[src/rtl/uart_rx_ctrl.sv]
// RX-domain controller for the uArtRx receiver: quiet-line baud switching, show-ahead byte FIFO, overrun flag.
// Optional stale-data timeout is built when FRAME_TIMEOUT_EN is defined; otherwise timeout is tied to 0.
module uart_rx_ctrl #(
  parameter int         DEPTH          = 4,
  parameter logic [1:0] DEFAULT_BAUD   = 2'd3,
  parameter int         IDLE_CYCLES    = 16,
  parameter int         RST_CYCLES     = 2,
  parameter int         TIMEOUT_CYCLES = 1024
) (
  input  logic                   clkRx,
  input  logic                   reset,
  input  logic                   serialInput,
  input  logic                   rxBusy,
  input  logic                   rxByteValid,
  input  logic [7:0]             rxData,
  output logic [1:0]             baudRate,
  output logic                   rxReset,
  input  logic                   cfgWrite,
  input  logic [1:0]             cfgBaud,
  output logic                   cfgPending,
  output logic                   outValid,
  output logic [7:0]             outData,
  input  logic                   outReady,
  output logic [$clog2(DEPTH):0] fifoCount,
  output logic                   overrun,
  input  logic                   clearErr,
  output logic                   timeout
);
  localparam int AW = $clog2(DEPTH);
  localparam int IW = $clog2(IDLE_CYCLES) + 1;
  localparam int RW = $clog2(RST_CYCLES) + 1;
  localparam logic [IW-1:0] IDLE_LAST = IW'(IDLE_CYCLES - 1);
  localparam logic [RW-1:0] RST_LAST  = RW'(RST_CYCLES - 1);
  localparam logic [AW:0]   FULL_CNT  = (AW + 1)'(DEPTH);

  if ((DEPTH < 2) || ((DEPTH & (DEPTH - 1)) != 0) || (IDLE_CYCLES < 1) ||
      (RST_CYCLES < 1) || (TIMEOUT_CYCLES < 1)) begin : g_bad_param
    $error("uart_rx_ctrl: illegal parameter value");
  end

  typedef enum logic [1:0] {RUN, PEND, SWITCH} state_e;

  state_e        state_q;
  logic [1:0]    baud_q, pend_q;
  logic          rx_rst_q, cfg_pend_q, sw_req_q;
  logic [IW-1:0] idle_q;
  logic [RW-1:0] rst_cnt_q;
  logic          quiet;

  assign quiet = serialInput && !rxBusy;

  always_ff @(posedge clkRx or posedge reset) begin
    if (reset) begin
      state_q    <= RUN;
      baud_q     <= DEFAULT_BAUD;
      pend_q     <= DEFAULT_BAUD;
      rx_rst_q   <= 1'b0;
      cfg_pend_q <= 1'b0;
      sw_req_q   <= 1'b0;
      idle_q     <= '0;
      rst_cnt_q  <= '0;
    end else begin
      unique case (state_q)
        RUN: begin
          if (cfgWrite && (cfgBaud != baud_q)) begin
            pend_q     <= cfgBaud;
            cfg_pend_q <= 1'b1;
            idle_q     <= '0;
            state_q    <= PEND;
          end
        end
        PEND: begin
          if (cfgWrite && (cfgBaud == baud_q)) begin
            cfg_pend_q <= 1'b0;
            idle_q     <= '0;
            state_q    <= RUN;
          end else begin
            if (cfgWrite) pend_q <= cfgBaud;
            if (!quiet) begin
              idle_q <= '0;
            end else if (idle_q == IDLE_LAST) begin
              // A write landing on the switch cycle is the one applied.
              baud_q    <= cfgWrite ? cfgBaud : pend_q;
              rx_rst_q  <= 1'b1;
              rst_cnt_q <= '0;
              idle_q    <= '0;
              sw_req_q  <= 1'b0;
              state_q   <= SWITCH;
            end else begin
              idle_q <= idle_q + 1'b1;
            end
          end
        end
        SWITCH: begin
          if (cfgWrite) pend_q <= cfgBaud;
          if (rst_cnt_q == RST_LAST) begin
            rx_rst_q <= 1'b0;
            idle_q   <= '0;
            sw_req_q <= 1'b0;
            if ((cfgWrite || sw_req_q) && ((cfgWrite ? cfgBaud : pend_q) != baud_q)) begin
              cfg_pend_q <= 1'b1;
              state_q    <= PEND;
            end else begin
              cfg_pend_q <= 1'b0;
              state_q    <= RUN;
            end
          end else begin
            rst_cnt_q <= rst_cnt_q + 1'b1;
            if (cfgWrite) sw_req_q <= 1'b1;
          end
        end
        default: state_q <= RUN;
      endcase
    end
  end

  assign baudRate   = baud_q;
  assign rxReset    = rx_rst_q;
  assign cfgPending = cfg_pend_q;

  logic [7:0]    mem_q [DEPTH];
  logic [AW-1:0] wr_q, rd_q;
  logic [AW:0]   cnt_q;
  logic          ovr_q;
  logic          full, push_req, push, pop;

  assign full     = (cnt_q == FULL_CNT);
  assign push_req = rxByteValid && (state_q != SWITCH);
  assign pop      = outValid && outReady;
  // A pop frees the slot in the same cycle, so a full FIFO still accepts a byte.
  assign push     = push_req && (!full || pop);

  assign outValid  = (cnt_q != '0);
  assign outData   = outValid ? mem_q[rd_q] : 8'h00;
  assign fifoCount = cnt_q;
  assign overrun   = ovr_q;

  always_ff @(posedge clkRx) begin
    if (push) mem_q[wr_q] <= rxData;
  end

  always_ff @(posedge clkRx or posedge reset) begin
    if (reset) begin
      wr_q  <= '0;
      rd_q  <= '0;
      cnt_q <= '0;
      ovr_q <= 1'b0;
    end else begin
      if (push) wr_q <= wr_q + 1'b1;
      if (pop)  rd_q <= rd_q + 1'b1;
      if (push && !pop)      cnt_q <= cnt_q + 1'b1;
      else if (pop && !push) cnt_q <= cnt_q - 1'b1;
      if (push_req && full && !pop) ovr_q <= 1'b1;
      else if (clearErr)            ovr_q <= 1'b0;
    end
  end

`ifdef FRAME_TIMEOUT_EN
  localparam int TW = $clog2(TIMEOUT_CYCLES) + 1;
  localparam logic [TW-1:0] TO_LAST = TW'(TIMEOUT_CYCLES - 1);

  logic [TW-1:0] tcnt_q;
  logic          tout_q;

  always_ff @(posedge clkRx or posedge reset) begin
    if (reset) begin
      tcnt_q <= '0;
      tout_q <= 1'b0;
    end else if (push || pop || !outValid) begin
      tcnt_q <= '0;
      tout_q <= 1'b0;
    end else begin
      if (tcnt_q != TO_LAST) tcnt_q <= tcnt_q + 1'b1;
      tout_q <= (tcnt_q == TO_LAST) || ((tcnt_q + 1'b1) == TO_LAST);
    end
  end

  assign timeout = tout_q;
`else
  assign timeout = 1'b0;
`endif

endmodule

[config.mk]
export PLATFORM = sky130hd
export DESIGN_NAME = uart_rx_ctrl
export DESIGN_NICKNAME = d
export VERILOG_FILES = /design/src/rtl/uart_rx_ctrl.sv
export SDC_FILE = /design/constraint.sdc
export NUM_CORES = 1
export LEC_CHECK = 0
export ABC_AREA = 0
export BUFFER_PORTS_ARGS = -buffer_cell sky130_fd_sc_hd__buf_2
export CAP_MARGIN = 10
export CORE_MARGIN = 2
export CORE_UTILIZATION = 61
export DETAILED_ROUTE_END_ITERATION = 7
export HOLD_SLACK_MARGIN = 0.05
export PLACE_DENSITY_LB_ADDON = 0.12
export SLEW_MARGIN = 5
export SYNTH_ARGS = -nofsm -noshare
export SYNTH_HDL_FRONTEND = slang
export SYNTH_SLANG_ARGS = --single-unit
[constraint.sdc]
create_clock -name clkRx -period 4.3 [get_ports clkRx]
set_clock_uncertainty 0.15 [all_clocks]
set_input_delay 0.43 -clock clkRx [delete_from_list [all_inputs] [get_ports clkRx]]
set_output_delay 0.43 -clock clkRx [all_outputs]
set_load 0.005 [all_outputs]
==> impl_results.md, run 1 <==
- CP max FO: 9
- GRT overflow: 0
- Num CTS Buffers: 5
- CTS Hold Buffers Added: 0
- Max-slew violations: 0
- Vias in the first global route: 1644
- Residual DRC: 0
- Synth async-reset ratio: 0.429
- Fill count: 322
- PwrDens: 623 nW/um^2
- ANT nets after route: 0
- Final Cycle Share: 0.599
- Finished Core Util: 0.697
- DR vias/cell: 5.66
- Avg Cell Area, Syn: 13.2 um^2
- Setup slack after layout: 1730 ps
- CP Capture Type: flip-flop
- HP Class: in2async
- Die Area: 5060 um^2
- Peak Freq: 0.388 GHz
- Top cells by count, synth: edfxtp_1, dfrtp_1, inv_1
- Initial antenna violation count: 0
- Routed vias: 1671
- First-pass detailed-route iteration total: 4
- Cell row count: 24
- Fin nets: 273
- Design Power: 1.89 mW
- Buffers on Ports: 34
- Critical Path RT: 4400 ps
- Clock power share: 0.152
- Area grow syn2layout: 10.5%
- Flop pwr share: 0.444
- I/O Pins: 36
- Static Leak: 1.23 nW
- Synth area leader: edfxtp_1
- FF-to-FF Start: state_q[0]$_DFFE_PP0P_
- Sw Ratio: 0.356
- Global-route wire length before repair: 7900 um
- Cell Int Power: 1.22 mW
- Top cell family by delay on the critical path: adder cells
- Most common cell in the netlist: edfxtp_1
- Number of synthesized flops with an enable pin: 32
- Period minus WS final: 2570 ps
- Seq/Total Area, Yosys: 0.570
- Share of cells above drive strength 1: 0.259
- Number of DRC markers in iteration 0: 129
- Crit-path max cell delay: 440 ps
- Clk root buf: clkbuf_8
- CP cell instances: inv_1, ha_1, nor3b_2, ha_1, inv_1, fa_1, xor2_1, nor2_1, xor2_1
- Fin Setup TNS: 0 ps
- RSZ-0062 raised after global routing: no
- Die height: 71.1 um
- Postcts setup bufs: 0
- Syn nets: 239
- Crit path arrival time: 2670 ps
- Distinct cells, synth: 50
- WL per Instance: 16.5 um
- Combinational power share: 0.404
- Placed wire-length estimate: 3620 um
- Core Region: 4350 um^2
- Slowest cell on crit path: nor3b_2
- Tightest Pin Transition: 931 ps
- Post-Route WL: 4880 um
- CTS tree: done
- Gr usage total: 0.205
- Netlist Area Pre-Place: 2750 um^2
- Clk buf depth: 2
- Setup violators final: 0
- Largest cells by area after synthesis: edfxtp_1, dfrtp_1, mux4_2
- H-tree depth: 2
- Yosys warning count: 0
- Maximum vdd ir drop: 0.399 mV
- Status: finished, final reports clean
- Die width: 71.1 um
- Fin. Hold Viols: 0
- Slew margin rel.: 0.379
- Synthesized flop and latch total: 56
- Startpoint types: flip-flop
- Buf/Inv on CP: 2
- Critical Path Source: state_q[0]$_DFFE_PP0P_
- CTS sink count: 56
- Largest net degree at the start of global routing: 25
- Main flop type after synthesis: edfxtp_1
- Hold_ws: 157 ps
- Setup slack at placement: 1720 ps
- Crit path kind: reg2reg
- Cts repair resizes: 0
- MaxCap Viol Count: 0
- Number of diodes: 0
- Sw power: 0.672 mW
- Reg clk slew, reported paths: 100 ps
- Area share of the largest cell type after synthesis: 0.350
- Initial Util: 0.631
- Post-Syn Instances: 208
- Gpl congestion: 0.862
- Clock latency at the later pin of the worst-skew pair: 310 ps
-- power by group through the flow --
stage	sequential [mW]	clock (mW)	combinational [mW]
global route	0.862	0.312	0.845
global placement	0.842	0	0.741
CTS	0.843	0.293	0.772
finish	0.840	0.287	0.764
detailed placement	0.854	0	0.770
floorplan	0.792	0	0.600
-- registers in the layout (all words and copies together), names as in the netlist --
name and cells:
mem_q 32, overrun 1, rd_q 2, pend_q 2, idle_q 5, sw_req_q 1
baudRate 2, state_q 2, wr_q 2, rxReset 1, fifoCount 3, cfgPending 1
rst_cnt_q 2
-- through the flow --
stage	area (um^2)	instances
2_1_floorplan	2750	208
3_3_place_gp	2950	287
3_5_place_dp	2950	287
4_1_cts	3040	295
5_1_grt	3040	295
6_report	3040	295
-- layout make-up --
class	count	area, um^2	area share
clock buffer	6	72.6	0.0239
clock inverter	2	16.3	0.00536
inverter	14	52.6	0.0173
multi-input combinational	131	1090	0.360
sequential	56	1570	0.516
tap	52	65.1	0.0214
timing repair buffer	34	170	0.0561
-- logic make-up (layout without fill, tap and decap cells) --
group	count (synthesis)	after routing	synth area share
other cells	1	1	0.00136
compound gates	36	36	0.0906
flops	56	56	0.570
xor+xnor	11	11	0.0351
mux	15	15	0.0933
fa+ha+maj	13	13	0.0619
buf+inv	21	56	0.0323
simple gates	55	55	0.115
-- routing by layer --
layer	share of wire	vias up	GRT usage
met4	0.014	0	0.0734
met5	0	-	0
met3	0.033	7	0.0356
li1	-	821	-
met1	0.48	807	0.297
met2	0.48	36	0.318
-- worst register-to-register path, cell delays in order, from the launching register on --
cell     delay [ps]
dfrtp_1         420
inv_1            90
ha_1            320
nor3b_2         440
ha_1            250
inv_1            60
fa_1            370
xor2_1          150
nor2_1          110
xor2_1          150
-- layout by cell type (no fill, tap or decap), types with 2 or more instances in the layout --
master,n
a22o_1,2
o21ai_0,4
inv_1,13
buf_2,34
mux2i_1,2
mux4_2,8
a31oi_1,3
edfxtp_1,32
nor2b_1,2
a21o_1,2
o21ai_1,7
clkbuf_8,5
mux2_2,2
nand3_1,5
a311oi_2,2
dfstp_2,4
nand2_1,9
xor2_1,5
nand3b_1,3
nand2b_1,2
a21oi_1,8
mux2_1,3
or2_2,2
xnor2_1,6
ha_1,12
nand4b_1,2
dfrtp_1,20
nor2_1,10
and2_1,12
-- final timing paths --
check,cells past startpoint,slack [ps],endpoint
min in group clkRx,2,160,overrun$_DFFE_PP0P_
worst min-delay path,2,160,rd_q[0]$_DFFE_PP0N_
worst min register to register,1,350,idle_q[4]$_DFFE_PP0P_
worst max register to register,9,1730,fifoCount[2]$_DFFE_PP0P_
worst max-delay path,9,1730,fifoCount[2]$_DFFE_PP0P_
max in group asynchronous,2,3270,cfgPending$_DFFE_PP0P_
No activity file was read; power rests on OpenSTA's default activity.
==> run 2, diff against run 1 <==
ABC_AREA = 1   (was 0)
CORE_UTILIZATION = 57   (was 61)
clock period = 2.4 ns   (was 4.3 ns; I/O delays follow)
==> run 2 against run 1 <==
  * Setup slack worse by 1600 ps
  * Critical endpoint unchanged
  * Highest routed layer unchanged
  * Largest power group is now combinational cells
  * Clock-buffer cell count unchanged
  * Sequential share of layout area down 4.8 points
  * Combinational power up 110%
==> impl_results.md, run 2 <==
- Initial Util: 0.597
- Syn nets: 341
- Commonest non-fill, non-tap cell in the layout: nand2_1
- Core Region: 4750 um^2
- CTS sink count: 56
- Reg area: 1570 um^2
- Die height: 74.6 um
- FF-to-FF setup slack: 130 ps
- Initial antenna violation count: 0
- Maximum vdd ir drop: 0.600 mV
- WL per Instance: 11.9 um
- Yosys warning count: 0
- Seq/Total Area, Yosys: 0.552
- Most common cell in the netlist: nand2_1
- Distinct cells, synth: 34
- H-tree depth: 2
- Peak Freq: 0.441 GHz
- Area share of the largest cell type after synthesis: 0.339
- First-pass detailed-route iteration total: 4
- Fill count: 386
- Gr usage total: 0.206
- Post-Syn Instances: 310
- Max reg flops: 32
- Multi-input combinational cell area: 1090 um^2
- Gpl congestion: 0.807
- Avg Cell Area, Syn: 9.15 um^2
- Slew margin rel.: 0.429
- Die Area: 5560 um^2
- Buffers on Ports: 34
- CTS tree: done
- Largest cells by area after synthesis: edfxtp_1, dfrtp_1, nand2_1
- Synth async-reset ratio: 0.429
- Max-slew violations: 0
- Clk root buf: clkbuf_8
- HP Class: in2reg
- Static Leak: 1.53 nW
- Crit path kind: reg2reg
- Main flop type after synthesis: edfxtp_1
- DR vias/cell: 4.98
- Top cells by count, synth: nand2_1, nor2_1, inv_1
- Final Cycle Share: 0.944
- Number of DRC markers in iteration 0: 103
- Commonest cells after routing, fill and taps aside: nand2_1, nor2_1, inv_1, buf_2, edfxtp_1
- Startpoint types: flip-flop
- Fin. Hold Viols: 0
- Vias in the first global route: 1988
- GRT overflow: 0
- Period minus WS final: 2270 ps
- Tightest Pin Transition: 856 ps
- Share of cells above drive strength 1: 0.206
- Critical Path RT: 2440 ps
- Fin nets: 399
- Synth area leader: edfxtp_1
- CP Capture Type: flip-flop
- Cell area after layout: 3350 um^2
- Cell row count: 25
- Setup slack after layout: 135 ps
- Placed wire-length estimate: 3730 um
- Num CTS Buffers: 5
- Final cell count without fillers: 436
- Clk buf depth: 2
- Synthesized flop and latch total: 56
- Routed vias: 2171
- Reg clk slew, reported paths: 90 ps
- Netlist Area Pre-Place: 2840 um^2
- Die width: 74.6 um
- Number of diodes: 0
- Cell Area, Placed: 3140 um^2
- Residual DRC: 0
- Inst Count DP: 416
- Design Power: 3.59 mW
- Status: finished, final reports clean
- Cts repair resizes: 0
- Area grow syn2layout: 17.9%
- Crit path arrival time: 2310 ps
- Post-Route WL: 5200 um
- Largest net degree at the start of global routing: 24
- CP max FO: 4
- ANT nets after route: 0
- Fin Setup TNS: 0 ps
- Hold_ws: 82.8 ps
- PwrDens: 1070 nW/um^2
- Finished Core Util: 0.704
- Clock latency at the later pin of the worst-skew pair: 310 ps
- I/O Pins: 36
- MaxCap Viol Count: 0
- Setup violators final: 0
- Number of synthesized flops with an enable pin: 32
- Setup slack at placement: 147 ps
- Biggest register: mem_q
- Global-route wire length before repair: 8560 um
-- run 2: worst max-delay path, cell delays in order, from the launching register on --
cell     delay [ps]
dfrtp_1         350
inv_1            60
ha_1            240
inv_2            70
nand2_1          70
a31oi_2         180
ha_1            170
inv_1            70
fa_1            380
a21oi_1         150
o21ai_0         110
xor2_1          150
-- run 2: path summary, 6_finish.rpt --
check | start | to | cells after the start
worst min register to register | pend_q[0]$_DFFE_PP1P_ | pend_q[0]$_DFFE_PP1P_ | 2
worst max register to register | state_q[0]$_DFFE_PP0P_ | fifoCount[2]$_DFFE_PP0P_ | 11
min in group asynchronous | reset | wr_q[0]$_DFFE_PP0P_ | 3
worst max-delay path | state_q[0]$_DFFE_PP0P_ | fifoCount[2]$_DFFE_PP0P_ | 11
worst min-delay path | rxByteValid | overrun$_DFFE_PP0P_ | 3
max in group asynchronous | reset | baudRate[0]$_DFFE_PP1P_ | 4
-- run 2: cell families after synthesis --
| kind of cell | after synthesis | share of synthesized area |
|---|---|---|
| other cells | 1 | 0.00132 |
| simple gates | 142 | 0.214 |
| fa+ha+maj | 13 | 0.0600 |
| flops | 56 | 0.552 |
| compound gates | 44 | 0.0829 |
| buf+inv | 46 | 0.0639 |
| mux | 1 | 0.00397 |
| xor+xnor | 7 | 0.0216 |
-- run 2: metal layers --
metal | GRT usage | up-vias | share of wire
li1 | - | 1112 | -
met1 | 0.283 | 1011 | 0.48
met2 | 0.327 | 43 | 0.46
met3 | 0.0474 | 5 | 0.041
met4 | 0.0655 | 0 | 0.012
met5 | 0 | - | 0
-- run 2: final cells by class --
class / count / area share
Sequential cell: 56 / 0.468
Multi-Input combinational cell: 208 / 0.326
Timing Repair Buffer: 57 / 0.110
Inverter: 40 / 0.0449
Tap cell: 67 / 0.0250
Clock buffer: 6 / 0.0217
Clock inverter: 2 / 0.00486
-- run 2: where the power goes --
part / leakage, nW / internal (mW) / switching (mW)
clock: 0.0414 / 0.208 / 0.300
sequential: 0.587 / 1.28 / 0.174
combinational: 0.902 / 0.665 / 0.961
-- run 2: what timing repair did --
item / 4_1_cts / 5_1_grt
hold buffers: 10 / 0
setup buffers: 0 / 2
hold endpoints to repair: 53 / 0
setup endpoints to repair: 0 / 1
